===== src/rtl/stack_game_ctrl_if.sv =====
// Signal bundle between the input conditioning / clock divider side and the
// burger-stacking game sequencer; the draw block reads the sequencer outputs.
interface stack_game_ctrl_if;
  logic        tick;
  logic        btn_l;
  logic        btn_r;
  logic        start;
  logic [9:0]  pos_x;
  logic [31:0] colors;
  logic [9:0]  item_x;
  logic [9:0]  item_y;
  logic [1:0]  item_color;
  logic        item_valid;
  logic [3:0]  height;
  logic [1:0]  lives;
  logic        game_over;
  logic        win;

  modport master (
    output tick, btn_l, btn_r, start,
    input  pos_x, colors, item_x, item_y, item_color, item_valid,
           height, lives, game_over, win
  );

  modport slave (
    input  tick, btn_l, btn_r, start,
    output pos_x, colors, item_x, item_y, item_color, item_valid,
           height, lives, game_over, win
  );
endinterface


===== src/rtl/stack_game_ctrl.sv =====
// Burger-stacking game sequencer: spawns one falling item at a time, moves the
// player stack on frame ticks, judges catch/miss and tracks height and lives.
module stack_game_ctrl #(
  parameter int unsigned X_MIN        = 0,
  parameter int unsigned X_MAX        = 540,
  parameter int unsigned WIDTH        = 100,
  parameter int unsigned P_Y          = 400,
  parameter int unsigned HEIGHT_RATIO = 20,
  parameter int unsigned MOVE_STEP    = 4,
  parameter int unsigned FALL_STEP    = 4,
  parameter int unsigned LIVES        = 3,
  parameter logic [7:0]  SEED         = 8'hA5
) (
  input logic             clk,
  input logic             rst,
  stack_game_ctrl_if.slave bus
);

  localparam logic [9:0]  P_XMIN  = 10'(X_MIN);
  localparam logic [9:0]  P_XMAX  = 10'(X_MAX);
  localparam logic [9:0]  P_XMID  = 10'((X_MIN + X_MAX) / 2);
  localparam logic [9:0]  P_PY    = 10'(P_Y);
  localparam logic [9:0]  P_HR    = 10'(HEIGHT_RATIO);
  localparam logic [9:0]  P_MS    = 10'(MOVE_STEP);
  localparam logic [9:0]  P_FS    = 10'(FALL_STEP);
  localparam logic [10:0] P_W     = 11'(WIDTH);
  localparam logic [1:0]  P_LIVES = 2'(LIVES);

  typedef enum logic [2:0] {S_IDLE, S_SPAWN, S_FALL, S_JUDGE, S_OVER} state_t;

  state_t      r_state, w_state_nxt;

  logic [7:0]  r_lfsr;
  logic        r_start_d;
  logic [9:0]  r_pos_x,      w_pos_x_nxt;
  logic [31:0] r_colors,     w_colors_nxt;
  logic [9:0]  r_item_x,     w_item_x_nxt;
  logic [9:0]  r_item_y,     w_item_y_nxt;
  logic [1:0]  r_item_color, w_item_color_nxt;
  logic        r_item_valid, w_item_valid_nxt;
  logic [3:0]  r_height,     w_height_nxt;
  logic [1:0]  r_lives,      w_lives_nxt;
  logic        r_game_over,  w_game_over_nxt;
  logic        r_win,        w_win_nxt;

  logic        w_start_rise;
  logic        w_lfsr_fb;
  logic [9:0]  w_land_y;
  logic [9:0]  w_fall_y;
  logic        w_landing;
  logic        w_catch;
  logic [4:0]  w_h_inc;

  assign w_start_rise = bus.start & ~r_start_d;
  assign w_lfsr_fb    = r_lfsr[7] ^ r_lfsr[5] ^ r_lfsr[4] ^ r_lfsr[3];
  assign w_land_y     = P_PY - (10'(r_height) + 10'd1) * P_HR;
  assign w_fall_y     = r_item_y + P_FS;
  assign w_landing    = (w_fall_y >= w_land_y);
  // Overlap test widened to 11 bits so x + WIDTH cannot wrap.
  assign w_catch      = ({1'b0, r_item_x} < {1'b0, r_pos_x} + P_W) &&
                        ({1'b0, r_pos_x} < {1'b0, r_item_x} + P_W);
  assign w_h_inc      = {1'b0, r_height} + 5'd1;

  always_ff @(posedge clk or negedge rst) begin
    if (!rst) r_state <= S_IDLE;
    else      r_state <= w_state_nxt;
  end

  always_comb begin
    w_state_nxt = r_state;
    case (r_state)
      S_IDLE:  if (w_start_rise) w_state_nxt = S_SPAWN;
      S_SPAWN: w_state_nxt = S_FALL;
      S_FALL:  if (bus.tick && w_landing) w_state_nxt = S_JUDGE;
      S_JUDGE: begin
        if (w_catch) w_state_nxt = (w_h_inc == 5'd15) ? S_OVER : S_SPAWN;
        else         w_state_nxt = (r_lives == 2'd1) ? S_OVER : S_SPAWN;
      end
      S_OVER:  if (w_start_rise) w_state_nxt = S_IDLE;
      default: w_state_nxt = S_IDLE;
    endcase
  end

  always_comb begin
    w_pos_x_nxt      = r_pos_x;
    w_colors_nxt     = r_colors;
    w_item_x_nxt     = r_item_x;
    w_item_y_nxt     = r_item_y;
    w_item_color_nxt = r_item_color;
    w_item_valid_nxt = r_item_valid;
    w_height_nxt     = r_height;
    w_lives_nxt      = r_lives;
    w_game_over_nxt  = r_game_over;
    w_win_nxt        = r_win;
    case (r_state)
      S_SPAWN: begin
        w_item_x_nxt     = {1'b0, r_lfsr, 1'b0};
        w_item_color_nxt = (r_lfsr[1:0] == 2'b00) ? 2'b01 : r_lfsr[1:0];
        w_item_y_nxt     = '0;
        w_item_valid_nxt = 1'b1;
      end
      S_FALL: if (bus.tick) begin
        if (bus.btn_l && !bus.btn_r)
          w_pos_x_nxt = (r_pos_x < P_XMIN + P_MS) ? P_XMIN : r_pos_x - P_MS;
        else if (bus.btn_r && !bus.btn_l)
          w_pos_x_nxt = (r_pos_x + P_MS > P_XMAX) ? P_XMAX : r_pos_x + P_MS;
        w_item_y_nxt = w_landing ? w_land_y : w_fall_y;
      end
      S_JUDGE: begin
        w_item_valid_nxt = 1'b0;
        if (w_catch) begin
          for (int unsigned i = 1; i < 16; i++)
            if (w_h_inc == 5'(i)) w_colors_nxt[2*i +: 2] = r_item_color;
          w_height_nxt = w_h_inc[3:0];
          if (w_h_inc == 5'd15) begin
            w_win_nxt       = 1'b1;
            w_game_over_nxt = 1'b1;
          end
        end else if (r_lives == 2'd1) begin
          w_lives_nxt     = '0;
          w_game_over_nxt = 1'b1;
        end else begin
          w_lives_nxt = r_lives - 2'd1;
        end
      end
      S_OVER: if (w_start_rise) begin
        w_pos_x_nxt      = P_XMID;
        w_colors_nxt     = '0;
        w_item_x_nxt     = '0;
        w_item_y_nxt     = '0;
        w_item_color_nxt = '0;
        w_item_valid_nxt = 1'b0;
        w_height_nxt     = '0;
        w_lives_nxt      = P_LIVES;
        w_game_over_nxt  = 1'b0;
        w_win_nxt        = 1'b0;
      end
      default: ;
    endcase
  end

  always_ff @(posedge clk or negedge rst) begin
    if (!rst) begin
      r_lfsr       <= SEED;
      r_start_d    <= 1'b0;
      r_pos_x      <= P_XMID;
      r_colors     <= '0;
      r_item_x     <= '0;
      r_item_y     <= '0;
      r_item_color <= '0;
      r_item_valid <= 1'b0;
      r_height     <= '0;
      r_lives      <= P_LIVES;
      r_game_over  <= 1'b0;
      r_win        <= 1'b0;
    end else begin
      r_lfsr       <= {r_lfsr[6:0], w_lfsr_fb};
      r_start_d    <= bus.start;
      r_pos_x      <= w_pos_x_nxt;
      r_colors     <= w_colors_nxt;
      r_item_x     <= w_item_x_nxt;
      r_item_y     <= w_item_y_nxt;
      r_item_color <= w_item_color_nxt;
      r_item_valid <= w_item_valid_nxt;
      r_height     <= w_height_nxt;
      r_lives      <= w_lives_nxt;
      r_game_over  <= w_game_over_nxt;
      r_win        <= w_win_nxt;
    end
  end

  assign bus.pos_x      = r_pos_x;
  assign bus.colors     = r_colors;
  assign bus.item_x     = r_item_x;
  assign bus.item_y     = r_item_y;
  assign bus.item_color = r_item_color;
  assign bus.item_valid = r_item_valid;
  assign bus.height     = r_height;
  assign bus.lives      = r_lives;
  assign bus.game_over  = r_game_over;
  assign bus.win        = r_win;

endmodule

===== src/flat_wrapper.sv =====
// flat-port wrapper written by rule: the top's interface ports become plain ports
module stack_game_ctrl_flat 
#(
  parameter int unsigned X_MIN        = 0,
  parameter int unsigned X_MAX        = 540,
  parameter int unsigned WIDTH        = 100,
  parameter int unsigned P_Y          = 400,
  parameter int unsigned HEIGHT_RATIO = 20,
  parameter int unsigned MOVE_STEP    = 4,
  parameter int unsigned FALL_STEP    = 4,
  parameter int unsigned LIVES        = 3,
  parameter logic [7:0]  SEED         = 8'hA5
)
  (clk, rst, bus_tick, bus_btn_l, bus_btn_r, bus_start, bus_pos_x, bus_colors, bus_item_x, bus_item_y, bus_item_color, bus_item_valid, bus_height, bus_lives, bus_game_over, bus_win);
  stack_game_ctrl_if bus_i ();
  input logic clk;
  input logic rst;
  input wire logic [$bits(bus_i.tick)-1:0] bus_tick;
  input wire logic [$bits(bus_i.btn_l)-1:0] bus_btn_l;
  input wire logic [$bits(bus_i.btn_r)-1:0] bus_btn_r;
  input wire logic [$bits(bus_i.start)-1:0] bus_start;
  output wire logic [$bits(bus_i.pos_x)-1:0] bus_pos_x;
  output wire logic [$bits(bus_i.colors)-1:0] bus_colors;
  output wire logic [$bits(bus_i.item_x)-1:0] bus_item_x;
  output wire logic [$bits(bus_i.item_y)-1:0] bus_item_y;
  output wire logic [$bits(bus_i.item_color)-1:0] bus_item_color;
  output wire logic [$bits(bus_i.item_valid)-1:0] bus_item_valid;
  output wire logic [$bits(bus_i.height)-1:0] bus_height;
  output wire logic [$bits(bus_i.lives)-1:0] bus_lives;
  output wire logic [$bits(bus_i.game_over)-1:0] bus_game_over;
  output wire logic [$bits(bus_i.win)-1:0] bus_win;
  assign bus_i.tick = bus_tick;
  assign bus_i.btn_l = bus_btn_l;
  assign bus_i.btn_r = bus_btn_r;
  assign bus_i.start = bus_start;
  assign bus_pos_x = bus_i.pos_x;
  assign bus_colors = bus_i.colors;
  assign bus_item_x = bus_i.item_x;
  assign bus_item_y = bus_i.item_y;
  assign bus_item_color = bus_i.item_color;
  assign bus_item_valid = bus_i.item_valid;
  assign bus_height = bus_i.height;
  assign bus_lives = bus_i.lives;
  assign bus_game_over = bus_i.game_over;
  assign bus_win = bus_i.win;
  stack_game_ctrl #(.X_MIN(X_MIN), .X_MAX(X_MAX), .WIDTH(WIDTH), .P_Y(P_Y), .HEIGHT_RATIO(HEIGHT_RATIO), .MOVE_STEP(MOVE_STEP), .FALL_STEP(FALL_STEP), .LIVES(LIVES), .SEED(SEED)) u_core (.clk(clk), .rst(rst), .bus(bus_i));
endmodule

===== config.mk =====
export PLATFORM = sky130hd
export DESIGN_NAME = stack_game_ctrl_flat
export DESIGN_NICKNAME = d
export VERILOG_FILES = /design/src/rtl/stack_game_ctrl_if.sv /design/src/rtl/stack_game_ctrl.sv /design/src/flat_wrapper.sv
export SDC_FILE = /design/constraint.sdc
export NUM_CORES = 1
export LEC_CHECK = 0
export CAP_MARGIN = 10
export CORE_UTILIZATION = 55
export CTS_BUF_LIST = sky130_fd_sc_hd__clkbuf_4 sky130_fd_sc_hd__clkbuf_8 sky130_fd_sc_hd__clkbuf_16
export DETAILED_ROUTE_END_ITERATION = 10
export GPL_TIMING_DRIVEN = 0
export PLACE_DENSITY = 0.86
export REMOVE_ABC_BUFFERS = 1
export SETUP_SLACK_MARGIN = 0.4
export SYNTH_ARGS = -nofsm -noshare
export SYNTH_HDL_FRONTEND = slang
export SYNTH_SLANG_ARGS = --single-unit

===== constraint.sdc =====
create_clock -name clk -period 5.61 [get_ports clk]
set_input_delay 1.122 -clock clk [delete_from_list [all_inputs] [get_ports clk]]
set_output_delay 1.122 -clock clk [all_outputs]
set_load 0.005 [all_outputs]

Word-level counts from Yosys, hierarchy flattened
Cells that the tools add are included.
- flip-flop bits (word level): 83
- input port bits: 6
- logic and storage cells: 182
- add/subtract/negate cells: 9
- multipliers: 1
- magnitude comparators: 5
- equality and inequality tests: 44
- muxes and demuxes: 55
- bitwise operators: 5
- reductions and logical operators: 36
- operator list (operator ; count):
    $mux 10 ; 9
    $reduce_and 4->1 ; 17
    $pmux 30 s2 ; 1
    $eq 5x4->1 const B ; 8
    $mux 2 ; 20
    $pmux 10 s2 ; 2
    $ne 2x1->1 const B ; 19
    $mux 32 ; 1
    $mux 30 ; 1
    $pmux 10 s3 ; 1
    $add 10x7->11 const B ; 2
    $lt 10x11->1 ; 2
    $add 10x3->10 const B ; 2
    $eq 5x3->1 const B ; 4
    $mux 3 ; 6
    $pmux 3 s5 ; 1
    $reduce_and 3->1 ; 4
    $add 4x1->5 const B ; 2
    $eq 5x2->1 const B ; 2
    $ge 10x10->1 ; 1
    $gt 10x10->1 const B ; 1
    $lt 10x3->1 const B ; 1
    $mul 10x3->8 const B ; 1
    $sub 10x3->10 const B ; 1
    26 further kinds ; 46

Longest topological paths before layout
- depth in word-level cells: 7
- depth in mapped cells: 19
- mapped depth without buffers: 18

Worst setup path before layout
No wires, ideal clock.
- kind: flip-flop to flip-flop
- start point: register u_core.r_height[0], in the netlist u_core.bus.height[0]
- end point: register u_core.r_item_y[7], in the netlist u_core.bus.item_y[7]
- arrival: 3914 ps
- required time: 5488 ps
- slack: 1574 ps
- cell stages (with the launch flop): 17
- buffers on the path: 1
- period minus slack after synthesis: 4036 ps
- path through: dfrtp_1 -> inv_1 -> ha_1 -> ha_1 -> ha_1 -> inv_1 -> fa_1 -> nand2b_1 -> a21oi_1 -> xor2_1 -> ha_1 -> a21o_1 -> a21o_1 -> a221oi_1 -> buf_2 -> o21ai_0 -> a32o_1
- word-level cells in the longest chain between the ends: 7
- ends and longest elaborated chain (what ; line ; source):
    start: declaration ; stack_game_ctrl.sv:41 ; logic [3:0] r_height, w_height_nxt;
    start signal: assignment ; stack_game_ctrl.sv:165 ; r_height <= w_height_nxt;
    $add 4x1->5 (*) ; stack_game_ctrl.sv:56 ; assign w_land_y = P_PY - (10'(r_height) + 10'd1) * P_HR;
    $mul 10x3->8 (*) ; stack_game_ctrl.sv:56 ;
    $sub 9x10->10 (*) ; stack_game_ctrl.sv:56 ;
    $ge 10x10->1 ; stack_game_ctrl.sv:58 ; assign w_landing = (w_fall_y >= w_land_y);
    $mux 10 (*) ; stack_game_ctrl.sv:107 ; w_item_y_nxt = w_landing ? w_land_y : w_fall_y;
    $mux 10 (*) ; stack_game_ctrl.sv:102 ; S_FALL: if (bus.tick) begin
    $pmux 10 s3 (*) ; stack_game_ctrl.sv:95 ; case (r_state)
    end signal: assignment ; stack_game_ctrl.sv:162 ; r_item_y <= w_item_y_nxt;
    end: declaration ; stack_game_ctrl.sv:38 ; logic [9:0] r_item_y, w_item_y_nxt;
Every way passes the cells marked *; elsewhere a longest branch is shown, timed or not. The select of a mux whose other input is x is not followed.
A chain may end at the register's enable or synchronous reset.

Worst setup path in the final report
Ends and elaborated chain as after synthesis.

==> metrics.sh <==
FIN_CRIT_SH_PCT=86.37
CHIPHEIGHT_UM=97.20
SYN_TO_FINAL_GROWTH_PCT=19.65
DESIGN.DIE.AREA_SQ_UM=9448
MAPPEDNETLISTAREA_SQ_UM=4985
CATEGORY_OF_THE_WORST_SETUP_PATH_LAUNCH_POINT='flop'
SYNTH-WARNING-COUNT=0
MAXCAPVIOLCOUNT=0
RR_WORST_DEPTH=16
WORST_R2R_ENDPOINT='u_core.bus.item_y[7]'
TRITONCTS='yes'
IO_BUFFERS=71
GRT-OVFL-TOTAL=0
FIN_SETUP_TNS_NS=0
WORSTPATHARRIVAL_NS=5.10
MAX_FREQ_MHz=206.4
PLACE_WS_NS=0.1565
DRTANTENNAVIOLNETS=0
POSTLAYOUTSETUPSLACKWORST_NS=0.7645
DPL_CELL_AREA_SQ_UM=5738
SYNTH.DISTINCT_CELLS=55
SKEW_NS=0.01463
ROUTEDWLPERCELL_UM=17.16
POWER.LEAKAGE_nW=2.640
ANTENNA_FOUND_INITIAL=0
CTS.SINKS=78
SYNTH-MAIN-FF-CELL='dfrtp_1'
HOLD_END='u_core.r_lfsr[7]'
SETUP_VIOL=0
GATE_COUNT_AFTER_TECHNOLOGY_MAPPING=535
DIODES=0
CP-END-KIND='flop'
CLKSLEWWORSTSETUPHOLDPATHS_NS=0.09
VIAS_PER_CELL=6.129
CRIT_PATH_MAX_FANOUT=11
HTREE_LEVELS=3
TIGHTEST_SLEW_NS=0.9863
DRT-PASS1-ITER-COUNT=5
FINISH.NET_COUNT=645
SYNTH_EDF_COUNT=0
SLEW-LIMIT-HEADROOM_PCT=34.00
MIN_FROM='u_core.r_lfsr[6]'
STARTING_DENSITY_PCT=56.88
TIMING.FINAL.HOLD_VIOLATIONS=0
DRT-TOTAL-WL_MM=12.22
FIRST_ITER_VIOLATIONS=294
POSTLAYOUTCELLAREA_SQ_UM=5964
SYNTHARSTFLOPSHARE_PCT=100.0
DP.FINAL_HPWL_MM=8.683
FINAL_UTIL_PCT=68.06
CRITICAL_PATH_REQUIRED_NS=5.86
FIN_TOTAL_PWR_mW=3.410
SEQ_AREA_FRAC_SYNTH_PCT=39.41
CTS_ROOT_BUFFER='clkbuf_8'
HORIZONTAL_DIE_DIMENSION_UM=97.20
SYNTH_AREA_PER_CELL_SQ_UM=9.317
NUM_IO_PINS=79
MAXIMUM_VDD_DROP_mV=0.4502
GRT_START_MAX_NET_PINS=53
CTSLONGESTPATHBUFFERS=2
NUMBER_OF_BUFFERS_CREATED_BY_CTS=9
DRIVE_GT1_SHARE_PCT=5.960
REPORT.FINAL.SLEW_VIOL_COUNT=0
WORSTREG2REGSTART='u_core.bus.height[0]'
POST-ROUTE-DRC-COUNT=0
SYNTH_SEQ_CELLS=78
ROUTE.VIAS.TOTAL=4364
UNREPAIRED_SETUP_ENDPOINTS_AFTER_GLOBAL_ROUTING='no'
PERIOD_NEEDED_NS=4.846
PLACER_CONGESTION=0.8898
PATH_CLASS='reg -> reg'
HP-CLASS='reg -> reg'
STATUS='finished, final reports clean'
INSERTION_DELAY_NS=0.36
ROWS=34
GLOBAL_ROUTE_USAGE_OVER_ALL_LAYERS_PCT=27.08
HOLDPATHSTAGES=0
STD_CELL_CORE_AREA_SQ_UM=8763
GRT_FIRST_PASS_WIRELENGTH_MM=20.94
WORST-R2R-SETUP-SLACK_NS=0.76
POWER_DENSITY_nW_PER_UM2=571.8
VIAS_IN_THE_FIRST_GLOBAL_ROUTE=4481
-- kinds of logic after synthesis --
family / after synthesis / share of synthesized area, %
flops: 78 / 39.41
simple gates: 150 / 14.71
other cells: 1 / 0.07523
compound gates: 175 / 24.17
xor+xnor: 26 / 4.568
fa+ha+maj: 40 / 10.19
mux: 9 / 1.807
buf+inv: 56 / 5.070
-- synth_stat cells, types with 5 or more instances --
master     number  area share (%)
dfrtp_1        68              34
nand2_1        51             3.8
ha_1           39             9.8
a21oi_1        38             3.8
o21ai_0        34             3.4
inv_1          29             2.2
nor2_1         22             1.7
o2bb2ai_1      20             3.5
a21o_1         18             2.7
nand2b_1       18             2.3
xnor2_1        17             3.0
nand3_1        16             1.6
nor3_1         14             1.4
a22o_1         11             1.9
clkbuf_1       11            0.83
dfstp_2        10             5.3
buf_4           9             1.4
mux2i_1         9             1.8
o22ai_1         9             1.1
xor2_1          9             1.6
a31oi_1         8             1.0
buf_2           7            0.70
nor2b_1         7            0.88
and2_1          6            0.75
o21a_1          5            0.75
-- worst max-delay path by stage --
stage | from | to | depth (start not counted) | slack, ns
after floorplan | u_core.bus.height[0] | u_core.bus.item_y[7] | 15 | 1.10
after global placement | u_core.bus.height[0] | u_core.bus.item_y[7] | 14 | 0.38
after detailed placement | u_core.bus.height[0] | u_core.bus.item_y[7] | 14 | 0.16
after CTS | u_core.bus.height[0] | u_core.bus.item_y[7] | 14 | 0.60
after global routing | u_core.bus.height[0] | u_core.bus.item_y[7] | 16 | 0.40
final | u_core.bus.height[0] | u_core.bus.item_y[7] | 16 | 0.76
-- critical path, cell delays in order (launching register included) --
cell	delay, ns
dfrtp_1	0.55
ha_1	0.38
inv_1	0.13
o21ai_0	0.44
inv_1	0.15
fa_1	0.63
nand2b_1	0.07
a21oi_1	0.35
a21oi_1	0.13
a21oi_1	0.18
o211a_1	0.17
ha_1	0.27
nand4_1	0.11
nor2_1	0.08
a221oi_4	0.57
o21ai_0	0.21
a32o_1	0.30
-- final cells by class --
type	instances	area, sq um
repair buffers	73	743.2
flip-flops and latches	78	1964
clock inverters	6	70.07
fillers	671	2799
clock buffers	10	131.4
well taps	108	135.1
multi-input cells	408	2811
inverters	29	108.9
-- repair_timing --
action,4_1_cts,5_1_grt
buffers inserted,0,0
hold buffers,0,0
resized for setup,1,1
setup endpoints to repair,7,5
-- metal layers --
layer  GRT usage (%)  part of all wire (%)
met1           32.85                    42
met2           47.67                    51
met3           5.396                   5.5
met4           9.644                   1.8
met5               0                     0
-- registers in the layout (all words and copies together) (netlist names), 2 cells and up --
name,flops
u_core.bus.colors,30
u_core.bus.pos_x,9
u_core.bus.item_x,8
u_core.bus.item_color,2
u_core.r_state,3
u_core.r_lfsr,8
u_core.bus.item_y,8
u_core.bus.lives,2
u_core.bus.height,4
-- through the flow --
stage | std cells | hold WS [ns]
floorplan | 515 | 0.3544
global placement | 694 | 0.3634
detailed placement | 695 | 0.3716
CTS | 711 | 0.3993
global route | 712 | 0.3900
finish | 712 | 0.3980
-- power breakdown --
part / leakage (nW) / internal (mW) / switching, mW / total, mW
clock: 0.0929 / 0.214 / 0.227 / 0.441
combinational: 1.55 / 0.956 / 1.04 / 2.00
sequential: 0.993 / 0.740 / 0.234 / 0.974
-- layout by cell type (no fill, tap or decap), drive strengths merged, types with 6 or more instances in the layout --
cell and instances:
a21o 18, a31oi 8, a22o 11, nand2 51, clkdlybuf4s50 70, o2bb2ai 20, and2 6, nor2 22
nor2b 7, a211oi 6, xnor2 17, xor2 9, ha 39, a21oi 38, nand2b 18, dfrtp 68
nand3 16, o22ai 9, mux2i 9, dfstp 10, o21ai 34, inv 31, conb 8, nor3 15
clkbuf 11
Note: power is estimated with default switching activity, not from simulation.
